===== src/rtl/z80_bus_arbiter_if.sv =====
// z80_bus_arbiter_if
//   Bundle of the arbitration and access-control signals between the Z80 bus
//   masters / address decoder / sysmux and the bus arbiter.
//   Modports:
//     master : bus side (masters, decoder, slaves); drives req/strobe/slave_ena/
//              wait_cfg/slave_ready, observes grant/msel/ssel/mwait_n/errors.
//     slave  : arbiter side; the reverse directions.
//   Signals:
//     req[MASTER_QTY]          master i requests/holds the bus
//     grant[MASTER_QTY]        one-hot ownership, all-zero when no owner
//     msel[MW]                 current/last owner index
//     strobe                   owning master's cycle active
//     slave_ena[SLAVE_QTY]     address-decoder enables
//     wait_cfg[SLAVE_QTY*WAIT_W] per-slave wait counts
//     slave_ready[SLAVE_QTY]   per-slave ready
//     ssel[SW]                 selected slave
//     mwait_n                  active-low wait to the owner
//     bus_err                  one-cycle error pulse
//     err_slave[SW]            slave index of the last timeout
//     err_unmapped             last error was an unmapped access
interface z80_bus_arbiter_if #(
  parameter int MASTER_QTY = 2,
  parameter int SLAVE_QTY  = 4,
  parameter int WAIT_W     = 4
);
  localparam int MW = (MASTER_QTY > 1) ? $clog2(MASTER_QTY) : 1;
  localparam int SW = (SLAVE_QTY > 1) ? $clog2(SLAVE_QTY) : 1;

  logic [MASTER_QTY-1:0]       req;
  logic [MASTER_QTY-1:0]       grant;
  logic [MW-1:0]               msel;
  logic                        strobe;
  logic [SLAVE_QTY-1:0]        slave_ena;
  logic [SLAVE_QTY*WAIT_W-1:0] wait_cfg;
  logic [SLAVE_QTY-1:0]        slave_ready;
  logic [SW-1:0]               ssel;
  logic                        mwait_n;
  logic                        bus_err;
  logic [SW-1:0]               err_slave;
  logic                        err_unmapped;

  modport master (
    output req, strobe, slave_ena, wait_cfg, slave_ready,
    input  grant, msel, ssel, mwait_n, bus_err, err_slave, err_unmapped
  );

  modport slave (
    input  req, strobe, slave_ena, wait_cfg, slave_ready,
    output grant, msel, ssel, mwait_n, bus_err, err_slave, err_unmapped
  );
endinterface


===== src/rtl/z80_bus_arbiter.sv =====
// z80_bus_arbiter
//   Round-robin bus arbiter with dead-cycle handover plus per-slave wait-state
//   controller with slave-ready extension, access timeout and unmapped-access
//   error reporting.
//   Ports:
//     clk  system clock
//     rst  synchronous active-high reset
//     bus  z80_bus_arbiter_if.slave (request/grant, strobe, decoder enables,
//          wait config, slave ready, ssel, mwait_n, error reporting)
module z80_bus_arbiter #(
  parameter int MASTER_QTY = 2,
  parameter int SLAVE_QTY  = 4,
  parameter int WAIT_W     = 4,
  parameter int TIMEOUT    = 64
) (
  input  logic           clk,
  input  logic           rst,
  z80_bus_arbiter_if.slave bus
);
  localparam int MW = (MASTER_QTY > 1) ? $clog2(MASTER_QTY) : 1;
  localparam int SW = (SLAVE_QTY > 1) ? $clog2(SLAVE_QTY) : 1;
  localparam int TW = $clog2(TIMEOUT + 1);

  typedef enum logic [1:0] {ARB_IDLE, ARB_OWN, ARB_HANDOVER} arb_e;
  typedef enum logic [1:0] {ACC_IDLE, ACC_WAIT, ACC_DONE, ACC_ERR} acc_e;

  arb_e              arb_q, arb_d;
  logic [MW-1:0]     owner_q, owner_d;
  logic [MW-1:0]     rr_q, rr_d;
  acc_e              acc_q, acc_d;
  logic [SW-1:0]     ssel_q, ssel_d;
  logic [WAIT_W-1:0] wcnt_q, wcnt_d;
  logic [TW-1:0]     tcnt_q, tcnt_d;
  logic              bus_err_q, bus_err_d;
  logic [SW-1:0]     err_slave_q, err_slave_d;
  logic              err_unm_q, err_unm_d;

  logic [SW-1:0]     sel_c;
  logic              sel_hit;
  logic [WAIT_W-1:0] n_c;
  logic              rdy_start;
  logic              rdy_cur;
  logic              mwait_n_c;
  logic [SW-1:0]     ssel_c;
  logic [MW-1:0]     win;
  logic              win_found;
  logic              req_owner;
  logic [MASTER_QTY-1:0] grant_c;

  // Decoder lookup: lowest-index enabled slave, its wait count and ready.
  always_comb begin
    sel_c     = ssel_q;
    sel_hit   = 1'b0;
    n_c       = '0;
    rdy_start = 1'b0;
    rdy_cur   = 1'b0;
    for (int i = SLAVE_QTY - 1; i >= 0; i--) begin
      if (bus.slave_ena[i]) begin
        sel_c   = SW'(i);
        sel_hit = 1'b1;
      end
    end
    for (int i = 0; i < SLAVE_QTY; i++) begin
      if (SW'(i) == sel_c) begin
        n_c       = bus.wait_cfg[i*WAIT_W +: WAIT_W];
        rdy_start = bus.slave_ready[i];
      end
      if (SW'(i) == ssel_q) rdy_cur = bus.slave_ready[i];
    end
  end

  // Access FSM. tcnt_q tracks the cycle index k while waiting; wcnt_q holds the
  // remaining fixed wait cycles (N-1 loaded in cycle 0).
  always_comb begin
    acc_d       = acc_q;
    ssel_d      = ssel_q;
    wcnt_d      = wcnt_q;
    tcnt_d      = tcnt_q;
    bus_err_d   = 1'b0;
    err_slave_d = err_slave_q;
    err_unm_d   = err_unm_q;
    mwait_n_c   = 1'b1;
    ssel_c      = ssel_q;
    case (acc_q)
      ACC_IDLE: begin
        if (bus.strobe) begin
          if (!sel_hit) begin
            acc_d     = ACC_DONE;
            bus_err_d = 1'b1;
            err_unm_d = 1'b1;
          end else begin
            ssel_c = sel_c;
            ssel_d = sel_c;
            if (n_c == '0 && rdy_start) begin
              acc_d = ACC_DONE;
            end else begin
              mwait_n_c = 1'b0;
              acc_d     = ACC_WAIT;
              wcnt_d    = (n_c == '0) ? '0 : n_c - 1'b1;
              tcnt_d    = TW'(1);
            end
          end
        end
      end
      ACC_WAIT: begin
        if (!bus.strobe) begin
          // Master abandoned the cycle: no error, just go idle.
          acc_d = ACC_IDLE;
        end else if (wcnt_q == '0 && rdy_cur) begin
          acc_d = ACC_DONE;
        end else begin
          mwait_n_c = 1'b0;
          if (wcnt_q != '0) wcnt_d = wcnt_q - 1'b1;
          if (tcnt_q == TW'(TIMEOUT - 1)) begin
            // Next cycle is k == TIMEOUT: release the master and flag it.
            acc_d       = ACC_ERR;
            bus_err_d   = 1'b1;
            err_slave_d = ssel_q;
            err_unm_d   = 1'b0;
          end else if (tcnt_q != '1) begin
            tcnt_d = tcnt_q + 1'b1;
          end
        end
      end
      ACC_DONE, ACC_ERR: begin
        acc_d = bus.strobe ? ACC_DONE : ACC_IDLE;
      end
      default: acc_d = ACC_IDLE;
    endcase
  end

  // Arbitration FSM with round-robin search starting at rr_q.
  always_comb begin
    int idx;
    int nxt;
    arb_d     = arb_q;
    owner_d   = owner_q;
    rr_d      = rr_q;
    win       = owner_q;
    win_found = 1'b0;
    req_owner = 1'b0;
    grant_c   = '0;
    idx       = 0;
    nxt       = 0;
    for (int off = 0; off < MASTER_QTY; off++) begin
      idx = int'(rr_q) + off;
      if (idx >= MASTER_QTY) idx = idx - MASTER_QTY;
      for (int i = 0; i < MASTER_QTY; i++) begin
        if (!win_found && i == idx && bus.req[i]) begin
          win_found = 1'b1;
          win       = MW'(i);
        end
      end
    end
    for (int i = 0; i < MASTER_QTY; i++) begin
      if (MW'(i) == owner_q) req_owner = bus.req[i];
      grant_c[i] = (arb_q == ARB_OWN) && (MW'(i) == owner_q);
    end
    case (arb_q)
      ARB_IDLE: begin
        if (win_found) begin
          arb_d   = ARB_OWN;
          owner_d = win;
          nxt     = int'(win) + 1;
          if (nxt >= MASTER_QTY) nxt = 0;
          rr_d    = MW'(nxt);
        end
      end
      ARB_OWN: begin
        if (!(req_owner || bus.strobe || acc_q != ACC_IDLE)) arb_d = ARB_HANDOVER;
      end
      ARB_HANDOVER: arb_d = ARB_IDLE;
      default:      arb_d = ARB_IDLE;
    endcase
  end

  always_ff @(posedge clk) begin
    if (rst) begin
      arb_q       <= ARB_IDLE;
      owner_q     <= '0;
      rr_q        <= '0;
      acc_q       <= ACC_IDLE;
      ssel_q      <= '0;
      wcnt_q      <= '0;
      tcnt_q      <= '0;
      bus_err_q   <= 1'b0;
      err_slave_q <= '0;
      err_unm_q   <= 1'b0;
    end else begin
      arb_q       <= arb_d;
      owner_q     <= owner_d;
      rr_q        <= rr_d;
      acc_q       <= acc_d;
      ssel_q      <= ssel_d;
      wcnt_q      <= wcnt_d;
      tcnt_q      <= tcnt_d;
      bus_err_q   <= bus_err_d;
      err_slave_q <= err_slave_d;
      err_unm_q   <= err_unm_d;
    end
  end

  assign bus.grant        = grant_c;
  assign bus.msel         = owner_q;
  assign bus.ssel         = ssel_c;
  assign bus.mwait_n      = mwait_n_c;
  assign bus.bus_err      = bus_err_q;
  assign bus.err_slave    = err_slave_q;
  assign bus.err_unmapped = err_unm_q;
endmodule

===== src/flat_wrapper.sv =====
// flat-port wrapper written by rule: the top's interface ports become plain ports
module z80_bus_arbiter_flat 
#(
  parameter int MASTER_QTY = 2,
  parameter int SLAVE_QTY  = 4,
  parameter int WAIT_W     = 4,
  parameter int TIMEOUT    = 64
)
  (clk, rst, bus_req, bus_strobe, bus_slave_ena, bus_wait_cfg, bus_slave_ready, bus_grant, bus_msel, bus_ssel, bus_mwait_n, bus_bus_err, bus_err_slave, bus_err_unmapped);
  z80_bus_arbiter_if #(.MASTER_QTY(MASTER_QTY), .SLAVE_QTY(SLAVE_QTY), .WAIT_W(WAIT_W)) bus_i ();
  input  logic clk;
  input  logic rst;
  input wire logic [$bits(bus_i.req)-1:0] bus_req;
  input wire logic [$bits(bus_i.strobe)-1:0] bus_strobe;
  input wire logic [$bits(bus_i.slave_ena)-1:0] bus_slave_ena;
  input wire logic [$bits(bus_i.wait_cfg)-1:0] bus_wait_cfg;
  input wire logic [$bits(bus_i.slave_ready)-1:0] bus_slave_ready;
  output wire logic [$bits(bus_i.grant)-1:0] bus_grant;
  output wire logic [$bits(bus_i.msel)-1:0] bus_msel;
  output wire logic [$bits(bus_i.ssel)-1:0] bus_ssel;
  output wire logic [$bits(bus_i.mwait_n)-1:0] bus_mwait_n;
  output wire logic [$bits(bus_i.bus_err)-1:0] bus_bus_err;
  output wire logic [$bits(bus_i.err_slave)-1:0] bus_err_slave;
  output wire logic [$bits(bus_i.err_unmapped)-1:0] bus_err_unmapped;
  assign bus_i.req = bus_req;
  assign bus_i.strobe = bus_strobe;
  assign bus_i.slave_ena = bus_slave_ena;
  assign bus_i.wait_cfg = bus_wait_cfg;
  assign bus_i.slave_ready = bus_slave_ready;
  assign bus_grant = bus_i.grant;
  assign bus_msel = bus_i.msel;
  assign bus_ssel = bus_i.ssel;
  assign bus_mwait_n = bus_i.mwait_n;
  assign bus_bus_err = bus_i.bus_err;
  assign bus_err_slave = bus_i.err_slave;
  assign bus_err_unmapped = bus_i.err_unmapped;
  z80_bus_arbiter #(.MASTER_QTY(MASTER_QTY), .SLAVE_QTY(SLAVE_QTY), .WAIT_W(WAIT_W), .TIMEOUT(TIMEOUT)) u_core (.clk(clk), .rst(rst), .bus(bus_i));
endmodule

===== config.mk =====
export PLATFORM = sky130hd
export DESIGN_NAME = z80_bus_arbiter_flat
export DESIGN_NICKNAME = d
export VERILOG_FILES = /design/src/rtl/z80_bus_arbiter_if.sv /design/src/rtl/z80_bus_arbiter.sv /design/src/flat_wrapper.sv
export SDC_FILE = /design/constraint.sdc
export NUM_CORES = 1
export LEC_CHECK = 0
export ABC_AREA = 1
export CAP_MARGIN = 20
export CORE_MARGIN = 2
export CORE_UTILIZATION = 50
export CTS_CLUSTER_SIZE = 25
export DETAILED_ROUTE_END_ITERATION = 7
export GPL_TIMING_DRIVEN = 0
export PLACE_DENSITY = 0.88
export SLEW_MARGIN = 10
export SYNTH_ARGS = -nofsm -noshare
export SYNTH_HDL_FRONTEND = slang
export SYNTH_SLANG_ARGS = --single-unit

===== constraint.sdc =====
create_clock -name clk -period 2.4 [get_ports clk]
set_clock_uncertainty 0.2 [all_clocks]
set_input_delay 0.48 -clock clk [delete_from_list [all_inputs] [get_ports clk]]
set_output_delay 0.48 -clock clk [all_outputs]
set_load 0.01 [all_outputs]

==> reports/results.tsv, run 1 <==
stage	metric	value	unit
outcome	status	complete, but fails checks	
outcome	violated checks	setup timing	
power	power per cell area	433	nW/um2
finish	ant diodes	0	
sta	minimum clock period after layout	2810	ps
grt	global-route usage over all layers	26.7	%
yosys	top cell type's share of synthesized area	27.5	%
power	VDD IR max	344	uV
setup_path	CP arrival	2130	ps
yosys	Ys Warns	0	
clock_tree	TritonCTS clock tree	built	
setup_path	WP data required	1720	ps
sta	RSZ-0062 raised after global routing	yes	
hold_path	Hold Crit Class	flop to flop	
hold_path	hold path startpoint	u_core.rr_q	
grt	vias in the first global route	1705	
setup_path	RR Startpoint	u_core.ssel_q[0]	
job	max cap viols	0	
yosys	Post-Syn Nets	290	
yosys	number of synthesized register bits	23	
sta	Setup-failing EPs final	2	
finish	commonest non-fill, non-tap cell in the layout	nand2_1	
sta	slew of the pin with the lowest slew margin	480	ps
place	input/output buffers	37	
yosys	Main synth FF type	dfxtp_1	
die	Core Box Area	3280	um2
finish	commonest non-fill, non-tap cells in the layout	nand2_1 (38), inv_1 (35), clkdlybuf4s50_1 (29)	
sta	Sum Neg Setup Slack	-509	ps
yosys	mean post-synth cell area	6.50	um2
sta	Max Freq	0.356	GHz
grt	initial antenna violation count	0	
yosys	sequential area share after synthesis	27.5	%
drt	routed vias	1894	
drt	DRT antenna net count	0	
place	RD Place Congestion	0.859	
setup_path	Worst Path Max Fanout	5	
clock_tree	TritonCTS Sinks	23	
yosys	ys async rst share	0	%
setup_path	Startpoint Class	primary input	
die	Die X	61.9	um
clock_tree	root buf cell	clkbuf_4	
sta	final worst slack	-410	ps
die	Initial Utilization	51.0	%
finish	fill count	275	
drt	DR vias/cell	5.29	
grt	GR Overflow Total	0	
hold_path	WHS Path Cells	2	
hold_path	hold endpoint	u_core.rr_q	
sta	Final Max Tran Viols	0	
yosys	Yosys cell types	34	
finish	area grow syn2layout	36.5	%
yosys	ranking of synthesized cells by area	dfxtp_1 (27%), nand2_1 (9.0%), inv_1 (8.5%)	
sta	hold slack	278	ps
sta	fin crit share	117	%
yosys	cells after synthesis	258	
die	Die Ht	61.9	um
finish	final core utilization	69.7	%
clock_tree	H-tree depth reported by CTS	1	
power	P_leak	1.01	nW
clock_tree	CTS max path bufs	2	
clock_tree	TritonCTS Buffers	3	
drt	First DRT Iteration DRCs	133	
yosys	synthesized area	1680	um2
finish	fin nets	345	
place	hpwl dp	3290	um
clock_tree	Clk Latency, worst-skew pair	320	ps
drt	post-DR wirelength/cell	13.1	um
sta	hold violation total from the final report	0	
grt	largest net degree at the start of global routing	13	
yosys	EDFF count, synth	0	
drt	First-pass DRT Iterations	4	
die	die area	3830	um2
yosys	largest area contributor in the netlist	dfxtp_1	
drt	Post-route DRC	0	
setup_path	Crit Path Class	primary input to primary output	
die	# rows	21	
drt	Final Routed Wirelength	4670	um
setup_path	Critical R2R Capture	u_core.tcnt_q[1]	
grt	first-pass GRT wire length	7650	um
sta	Rel. slew slack	68.0	%
die	# IOs	39	
setup_path	flop2flop setup slack	210	ps
finish	layout cells sized above 1	20.8	%
clock_tree	Hold Buf Count CTS	0	
setup_path	FF-to-FF path depth	13	
clock_tree	Clock transition at path regs	120	ps
setup_path	Setup crit end kind	primary output	
[through the flow]
step	power [mW]	setup WS [ps]	std cells	area [um2]
floorplan	0.651	8.77	258	1690
global placement	0.765	-1150	341	2120
detailed placement	0.774	-1190	341	2120
CTS	0.987	-330	358	2280
global route	1.05	-495	358	2290
finish	0.991	-410	358	2290
[kinds of logic (layout without fill, tap and decap cells)]
logic type               count (synthesis)  in the layout  share of synthesized area (%)
XOR/XNOR                                 4              4                           2.09
buffers and inverters                   49            103                           12.3
adder cells (fa/ha/maj)                  3              3                           2.24
flip-flops                              23             23                           27.5
AND/OR/NAND/NOR                        130            130                           39.0
AO/OA/AOI/OAI                           49             49                           16.9
[cell usage after synthesis, types with 3 or more instances]
master	n
a21oi_1	17
buf_6	3
dfxtp_1	23
ha_1	3
inv_1	38
inv_2	5
nand2_1	40
nand2_2	10
nand3_1	16
nand4_1	13
nor2_1	31
nor2_2	3
nor3_1	8
o21ai_0	17
o21ai_1	4
xor2_1	4
[registers in the layout, summed over array words and instances, names as in the netlist]
register	count
u_core.acc_q	2
u_core.arb_q	2
u_core.bus.bus_err	1
u_core.bus.err_slave	2
u_core.bus.err_unmapped	1
u_core.bus.msel	1
u_core.rr_q	1
u_core.ssel_q	2
u_core.tcnt_q	7
u_core.wcnt_q	4
[cell type report]
class / instances / area, um2 / area share (%)
tap: 46 / 57.6 / 2.52
inverter: 43 / 166 / 7.27
timing repair buffer: 50 / 455 / 19.9
sequential: 23 / 463 / 20.2
multi-input combinational: 186 / 1070 / 47.0
buffer: 6 / 45.0 / 1.97
clock buffer: 4 / 26.3 / 1.15
[critical path: stages]
cell             delay [ps]
clkdlybuf4s15_2         210
inv_2                    90
nand2_4                  70
inv_4                    60
nand2_4                  60
buf_6                   130
nand4_1                  90
nand3_1                 120
nand2_2                 120
nand2_4                  60
inv_2                    50
nand3_2                  60
nand2_2                  90
nand2_2                  70
buf_6                   120
nand3b_1                 90
buf_2                   140
[report_power, final]
group,switching [mW],total (mW),internal [mW]
clock network,0.118,0.183,0.0651
registers,0.0205,0.426,0.405
logic,0.217,0.382,0.165
total,0.356,0.991,0.635
[what timing repair did]
item / in CTS / in global routing
resized for setup: 38 / 4
cloned: 2 / 0
pin swaps: 17 / 2
setup endpoints to repair: 12 / 10
buffers inserted: 11 / 0
[routing by layer]
layer	routed length (um)	global-route usage (%)
met5	0	0
met4	82	8.21
met3	204	4.35
met2	2360	46.5
met1	2020	33.8
[how the worst max path moves through the flow]
stage | slack, ps | end | startpoint | cells after the start
final | -410 | bus_mwait_n | bus_slave_ena[1] | 17
after detailed placement | -1190 | bus_mwait_n | bus_slave_ena[3] | 13
after CTS | -330 | bus_mwait_n | u_core.ssel_q[0] | 12
after global routing | -500 | bus_mwait_n | u_core.ssel_q[0] | 14
after global placement | -1150 | bus_mwait_n | bus_slave_ena[3] | 13
after floorplan | 9 | bus_mwait_n | bus_slave_ena[2] | 13
Note: power is estimated with default switching activity, not from simulation.
==> run 2: changes to the inputs <==
Settings changed: GPL_TIMING_DRIVEN 0 to default, SLEW_MARGIN 10 to 20, TNS_END_PERCENT from default to 1.
==> run 2 against run 1 <==
- the flow still finishes with violations (setup timing)
- combinational power up 20%
- utilization up 6.2 points
- count of clock-buffer cells in the layout down 1
- critical path type unchanged
==> reports/results.tsv, run 2 (synthesized netlist as in run 1, its figures left out) <==
stage	metric	value	unit	change
finish	ant diodes	0		unchanged
drt	First-pass DRT Iterations	6		+2
hold_path	Hold Crit Class	flop to flop		
finish	final instance area	2490	um2	+8.9%
sta	Rel. slew slack	73.0	%	+5.0 points
sta	hold slack	280	ps	+2.34 ps
outcome	violated checks	setup timing		
grt	first-pass GRT wire length	8360	um	+9.3%
setup_path	Critical Path, Cell by Cell	clkdlybuf4s50_1, o21ai_1, o21ai_1, nand4_1, nor2_2, nand3b_1, buf_2		
finish	fin nets	362		+4.9%
grt	initial antenna violation count	0		unchanged
power	VDD IR max	292	uV	-15%
finish	fill count	216		-21%
drt	Final Routed Wirelength	5680	um	+21%
clock_tree	CTS max path bufs	2		unchanged
clock_tree	H-tree depth reported by CTS	1		unchanged
die	Initial Utilization	51.0	%	unchanged
finish	Biggest register	u_core.tcnt_q		
sta	minimum clock period after layout	2710	ps	-105 ps
drt	DRT antenna net count	0		unchanged
clock_tree	root buf cell	clkbuf_4		
die	# rows	21		unchanged
hold_path	hold path startpoint	u_core.bus.err_slave[0]		
clock_tree	Hold Buf Count CTS	0		unchanged
outcome	status	complete, but fails checks		
sta	fin crit share	113	%	-4.4 points
setup_path	FF-to-FF path depth	14		+1
setup_path	slowest cell on the critical path	clkdlybuf4s50_1		
finish	commonest non-fill, non-tap cell in the layout	nand2_1		
sta	RSZ-0062 raised after global routing	yes		
power	power per cell area	430	nW/um2	-0.73%
job	max cap viols	0		unchanged
sta	hold violation total from the final report	0		unchanged
sta	Setup-failing EPs final	1		-1
hold_path	WHS Path Cells	2		unchanged
clock_tree	TritonCTS Buffers	3		unchanged
die	die area	3830	um2	unchanged
drt	Post-route DRC	0		unchanged
setup_path	Startpoint Class	primary input		
grt	global-route usage over all layers	29.9	%	+3.2 points
place	pre-CTS setup slack	-1020	ps	+162 ps
drt	First DRT Iteration DRCs	222		+67%
place	input/output buffers	38		+2.7%
finish	max reg flops	7		unchanged
sta	slew of the pin with the lowest slew margin	401	ps	-78.7 ps
power	P_leak	1.11	nW	+10%
drt	post-DR wirelength/cell	15.1	um	+16%
grt	largest net degree at the start of global routing	16		+3
setup_path	Worst Path Max Fanout	2		-3
finish	commonest non-fill, non-tap cells in the layout	nand2_1 (36), inv_1 (34), clkdlybuf4s50_1 (29), buf_4 (29), nor2_1 (27)		
clock_tree	TritonCTS Sinks	23		unchanged
die	Core Box Area	3280	um2	unchanged
setup_path	Crit path top cell by count	o21ai_1		
setup_path	max incr delay on CP	520	ps	+310 ps
setup_path	Crit Path Class	primary input to primary output		
setup_path	flop2flop setup slack	60	ps	-150 ps
sta	Sum Neg Setup Slack	-306	ps	+203 ps
clock_tree	Clock transition at path regs	130	ps	about the same
setup_path	Setup crit end kind	primary output		
die	# IOs	39		unchanged
setup_path	RR Startpoint	u_core.ssel_q[0]		
sta	final worst slack	-306	ps	+105 ps
die	Die Ht	61.9	um	unchanged
finish	layout cells sized above 1	28.3	%	+7.4 points
clock_tree	Clk Latency, worst-skew pair	320	ps	about the same
hold_path	hold endpoint	u_core.bus.err_slave[0]		
place	Post-DP Area	2310	um2	+9.1%
finish	top flop regs	u_core.tcnt_q x7, u_core.wcnt_q x4		
sta	Final Max Tran Viols	0		unchanged
place	RD Place Congestion	0.877		+2.0%
clock_tree	TritonCTS clock tree	built		
setup_path	CP arrival	2030	ps	-100 ps
die	Die X	61.9	um	unchanged
finish	area grow syn2layout	48.7	%	
grt	vias in the first global route	1862		+9.2%
drt	routed vias	2104		+11%
setup_path	Critical R2R Capture	u_core.tcnt_q[2]		
sta	Max Freq	0.370	GHz	+3.9%
place	hpwl dp	3560	um	+8.3%
setup_path	WP data required	1720	ps	about the same
drt	DR vias/cell	5.61		+6.1%
grt	GR Overflow Total	0		unchanged
==> run 2: changes by cell type in the layout (fill, tap and decap cells not counted), moves of 2 or more <==
| cell | previous run | this run |
|---|---|---|
| clkbuf_1 | 3 | 0 |
| nand2_4 | 3 | 7 |
| o21ai_1 | 5 | 8 |
| buf_4 | 11 | 29 |
| buf_12 | 0 | 3 |
| nand3_2 | 3 | 6 |
| nand2_1 | 38 | 36 |
| nand3_1 | 15 | 12 |
| o21ai_0 | 15 | 12 |
| buf_6 | 4 | 1 |
==> run 2: worst max-delay path by stage <==
stage                        endpoint          startpoint  slack [ps]
after floorplan           bus_mwait_n    bus_slave_ena[2]           9
after global placement    bus_mwait_n    bus_slave_ena[2]        -940
after detailed placement  bus_mwait_n    bus_slave_ena[3]       -1020
after CTS                 bus_mwait_n    u_core.ssel_q[0]        -220
after global routing      bus_mwait_n    u_core.ssel_q[0]        -390
final                     bus_mwait_n  bus_slave_ready[2]        -310
==> run 2: what timing repair did <==
item,4_1_cts,5_1_grt
pin swaps,12,9
buffers inserted,5,1
gates cloned,2,0
endpoints found under the setup margin,14,10
resized for setup,43,15
==> run 2: stage by stage <==
step | std cells | utilization, % | total power, mW
after global routing | 375 | 75.9 | 1.13
after global placement | 363 | 70.3 | 0.818
after floorplan | 258 | - | 0.651
after CTS | 374 | 75.0 | 1.04
final | 375 | 75.9 | 1.07
after detailed placement | 363 | 70.3 | 0.830
==> run 2: power by group <==
group,internal [mW],total [mW],switching (mW)
registers,0.405,0.425,0.0198
clock network,0.0626,0.189,0.126
logic,0.206,0.457,0.251
==> run 2: layer usage <==
layer	global-route usage (%)	share of wire (%)
met1	35.4	39
met2	51.1	51
met3	3.73	4.5
met4	18.5	6.2
met5	0	0
==> run 2: cell type report <==
type                            count  area (um2)  share of cell area [%]
Sequential cell                    23         462                    18.5
Timing Repair Buffer               71         651                    26.1
Tap cell                           46        57.6                    2.31
Clock inverter                      1        5.00                   0.201
Inverter                           43         166                    6.68
Multi-Input combinational cell    188        1130                    45.3
Clock buffer                        3        22.5                   0.904
==> run 2: critical path: cells and delay by family <==
| family | cells | cell delay, ps |
|---|---|---|
| simple gates | 3 | 540 |
| buf+inv | 2 | 660 |
| compound gates | 2 | 350 |
==> run 3: changes to the inputs <==
Settings changed: REMOVE_ABC_BUFFERS from default to 1.
==> run 3 against run 2 <==
- the run still ends with setup timing left
- global-route usage rose by 0.74 points
- hold slack got worse by 7.6 ps
- final cell count is 4.0% higher
- clock power decreased by 2%
- largest cell class unchanged
==> reports/results.tsv, run 3 (synthesized netlist as in run 1, its figures left out) <==
stage	metric	value	unit	change
setup_path	max incr delay on CP	220	ps	-300 ps
die	Die X	61.9	um	unchanged
sta	fin crit share	114	%	+1.4 points
grt	first-pass GRT wire length	8890	um	+6.4%
setup_path	Worst path top cell family by delay	simple AND/OR/NAND/NOR gates		
setup_path	Crit path top cell by count	nand2_4		
sta	Max Freq	0.365	GHz	-1.2%
finish	top flop regs	u_core.tcnt_q x7, u_core.wcnt_q x4		
clock_tree	H-tree depth reported by CTS	1		unchanged
place	DP Cell Count	370		+1.9%
place	RD Place Congestion	0.922		+5.1%
setup_path	Buf/Inv on CP	5		+3
finish	footprint of the multi-input gates	1180	um2	+5.0%
grt	GR Overflow Total	0		unchanged
sta	minimum clock period after layout	2740	ps	+32.7 ps
finish	commonest non-fill, non-tap cell in the layout	buf_4		
finish	layout cells sized above 1	31.4	%	+3.1 points
hold_path	Hold Crit Class	flop to flop		
die	# rows	21		unchanged
setup_path	Setup crit end kind	primary output		
drt	DR vias/cell	6.06		+8.1%
drt	First DRT Iteration DRCs	392		+77%
finish	fin nets	377		+4.1%
clock_tree	Clock transition at path regs	120	ps	about the same
sta	final worst slack	-338	ps	-32.7 ps
drt	DRT antenna net count	0		unchanged
clock_tree	TritonCTS clock tree	built		
finish	max reg flops	7		unchanged
power	VDD IR max	321	uV	+10%
clock_tree	CTS max path bufs	2		unchanged
die	Die Ht	61.9	um	unchanged
drt	Post-route DRC	0		unchanged
grt	global-route usage over all layers	30.6	%	+0.74 points
setup_path	WP data required	1720	ps	about the same
place	hpwl dp	3420	um	-4.1%
grt	largest net degree at the start of global routing	17		+1
finish	ant diodes	0		unchanged
outcome	status	complete, but fails checks		
setup_path	Worst Path Max Fanout	6		+4
clock_tree	Hold Buf Count CTS	0		unchanged
job	max cap viols	0		unchanged
drt	post-DR wirelength/cell	18.2	um	+20%
clock_tree	TritonCTS Buffers	3		unchanged
power	power per cell area	428	nW/um2	-0.51%
sta	Final Max Tran Viols	0		unchanged
setup_path	Critical Path, Cell by Cell	clkdlybuf4s15_2, inv_2, nand2_4, inv_6, nand2_8, nor2_4, nand2_1, nand2_4, nand2_4, inv_4, nand3_4, nand2_4, nand2_4, nand3b_1, buf_2		
finish	final std cells w/o fill	390		+4.0%
drt	Final Routed Wirelength	7090	um	+25%
outcome	violated checks	setup timing		
clock_tree	Clk Latency, worst-skew pair	330	ps	about the same
die	die area	3830	um2	unchanged
power	Power, Total	1.12	mW	+5.0%
place	input/output buffers	38		unchanged
setup_path	CP arrival	2060	ps	+30 ps
finish	Biggest register	u_core.tcnt_q		
finish	fill count	204		-5.6%
sta	slew of the pin with the lowest slew margin	569	ps	+168 ps
sta	RSZ-0062 raised after global routing	yes		
clock_tree	TritonCTS Sinks	23		unchanged
die	# IOs	39		unchanged
sta	Setup-failing EPs final	10		+9
setup_path	Startpoint Class	primary input		
die	Core Box Area	3280	um2	unchanged
die	Initial Utilization	51.0	%	unchanged
clock_tree	root buf cell	clkbuf_4		
grt	initial antenna violation count	0		unchanged
sta	hold violation total from the final report	0		unchanged
grt	vias in the first global route	1956		+5.0%
drt	routed vias	2365		+12%
setup_path	slowest cell on the critical path	clkdlybuf4s15_2		
finish	commonest non-fill, non-tap cells in the layout	buf_4 (45), nand2_1 (37), inv_1 (36)		
finish	area grow syn2layout	56.9	%	
drt	First-pass DRT Iterations	5		-1
sta	Rel. slew slack	61.8	%	-11 points
setup_path	Crit Path Class	primary input to primary output		
finish	sequential cell area	462	um2	unchanged
power	P_leak	1.18	nW	+6.3%
==> run 3: path summary, 6_finish.rpt <==
| path | startpoint | endpoint | slack (ps) | cells past startpoint |
|---|---|---|---|---|
| worst max-delay path | bus_slave_ena[1] | bus_mwait_n | -340 | 15 |
| worst min register to register | u_core.bus.err_slave[0] | u_core.bus.err_slave[0] | 270 | 2 |
| worst min-delay path | u_core.bus.err_slave[0] | u_core.bus.err_slave[0] | 270 | 2 |
| worst max register to register | u_core.tcnt_q[0] | u_core.tcnt_q[0] | -70 | 9 |
==> run 3: per-layer routing <==
layer	vias up	track usage [%]	wire length, um
li1	1039	-	-
met1	1059	37.4	2590
met2	193	53.2	3200
met3	74	5.59	729
met4	0	11.9	560
met5	-	0	0
==> run 3: area by class of cell <==
type | instances | area share, %
clock buffers | 3 | 0.856
clock inverters | 1 | 0.190
inverters | 43 | 6.42
multi-input cells | 188 | 45.0
flip-flops and latches | 23 | 17.5
well taps | 46 | 2.19
repair buffers | 86 | 27.8
==> run 3: worst register-to-register path, stage by stage, from the launching register on <==
cell	delay, ps
dfxtp_1	460
ha_1	230
nand2_1	70
inv_1	120
nand3_1	160
nor3_1	490
nor2_1	200
nand4_4	190
nand2_1	120
a21oi_1	160
==> run 3: stage by stage <==
stage	setup TNS, ps	instance area (um2)	setup WS [ps]	utilization (%)	hold slack (ps)
finish	-627	2630	-338	80.1	273
detailed placement	-6390	2320	-937	70.8	246
global placement	-5580	2320	-902	70.8	242
CTS	-180	2500	-180	76.1	272
global route	-1320	2630	-417	80.1	287
floorplan	-6.95	1630	-6.95	-	236
==> run 3: power by group <==
group          internal, mW  switching, mW
combinational         0.224          0.291
sequential            0.405         0.0203
clock                0.0626          0.122
==> run 3: repair_timing <==
| action | CTS | global route |
|---|---|---|
| setup endpoints to repair | 13 | 14 |
| pin swaps | 18 | 14 |
| buffers inserted | 8 | 6 |
| gates resized for setup | 48 | 22 |
| endpoints found under the hold margin | 0 | 0 |
| gates cloned | 2 | 0 |
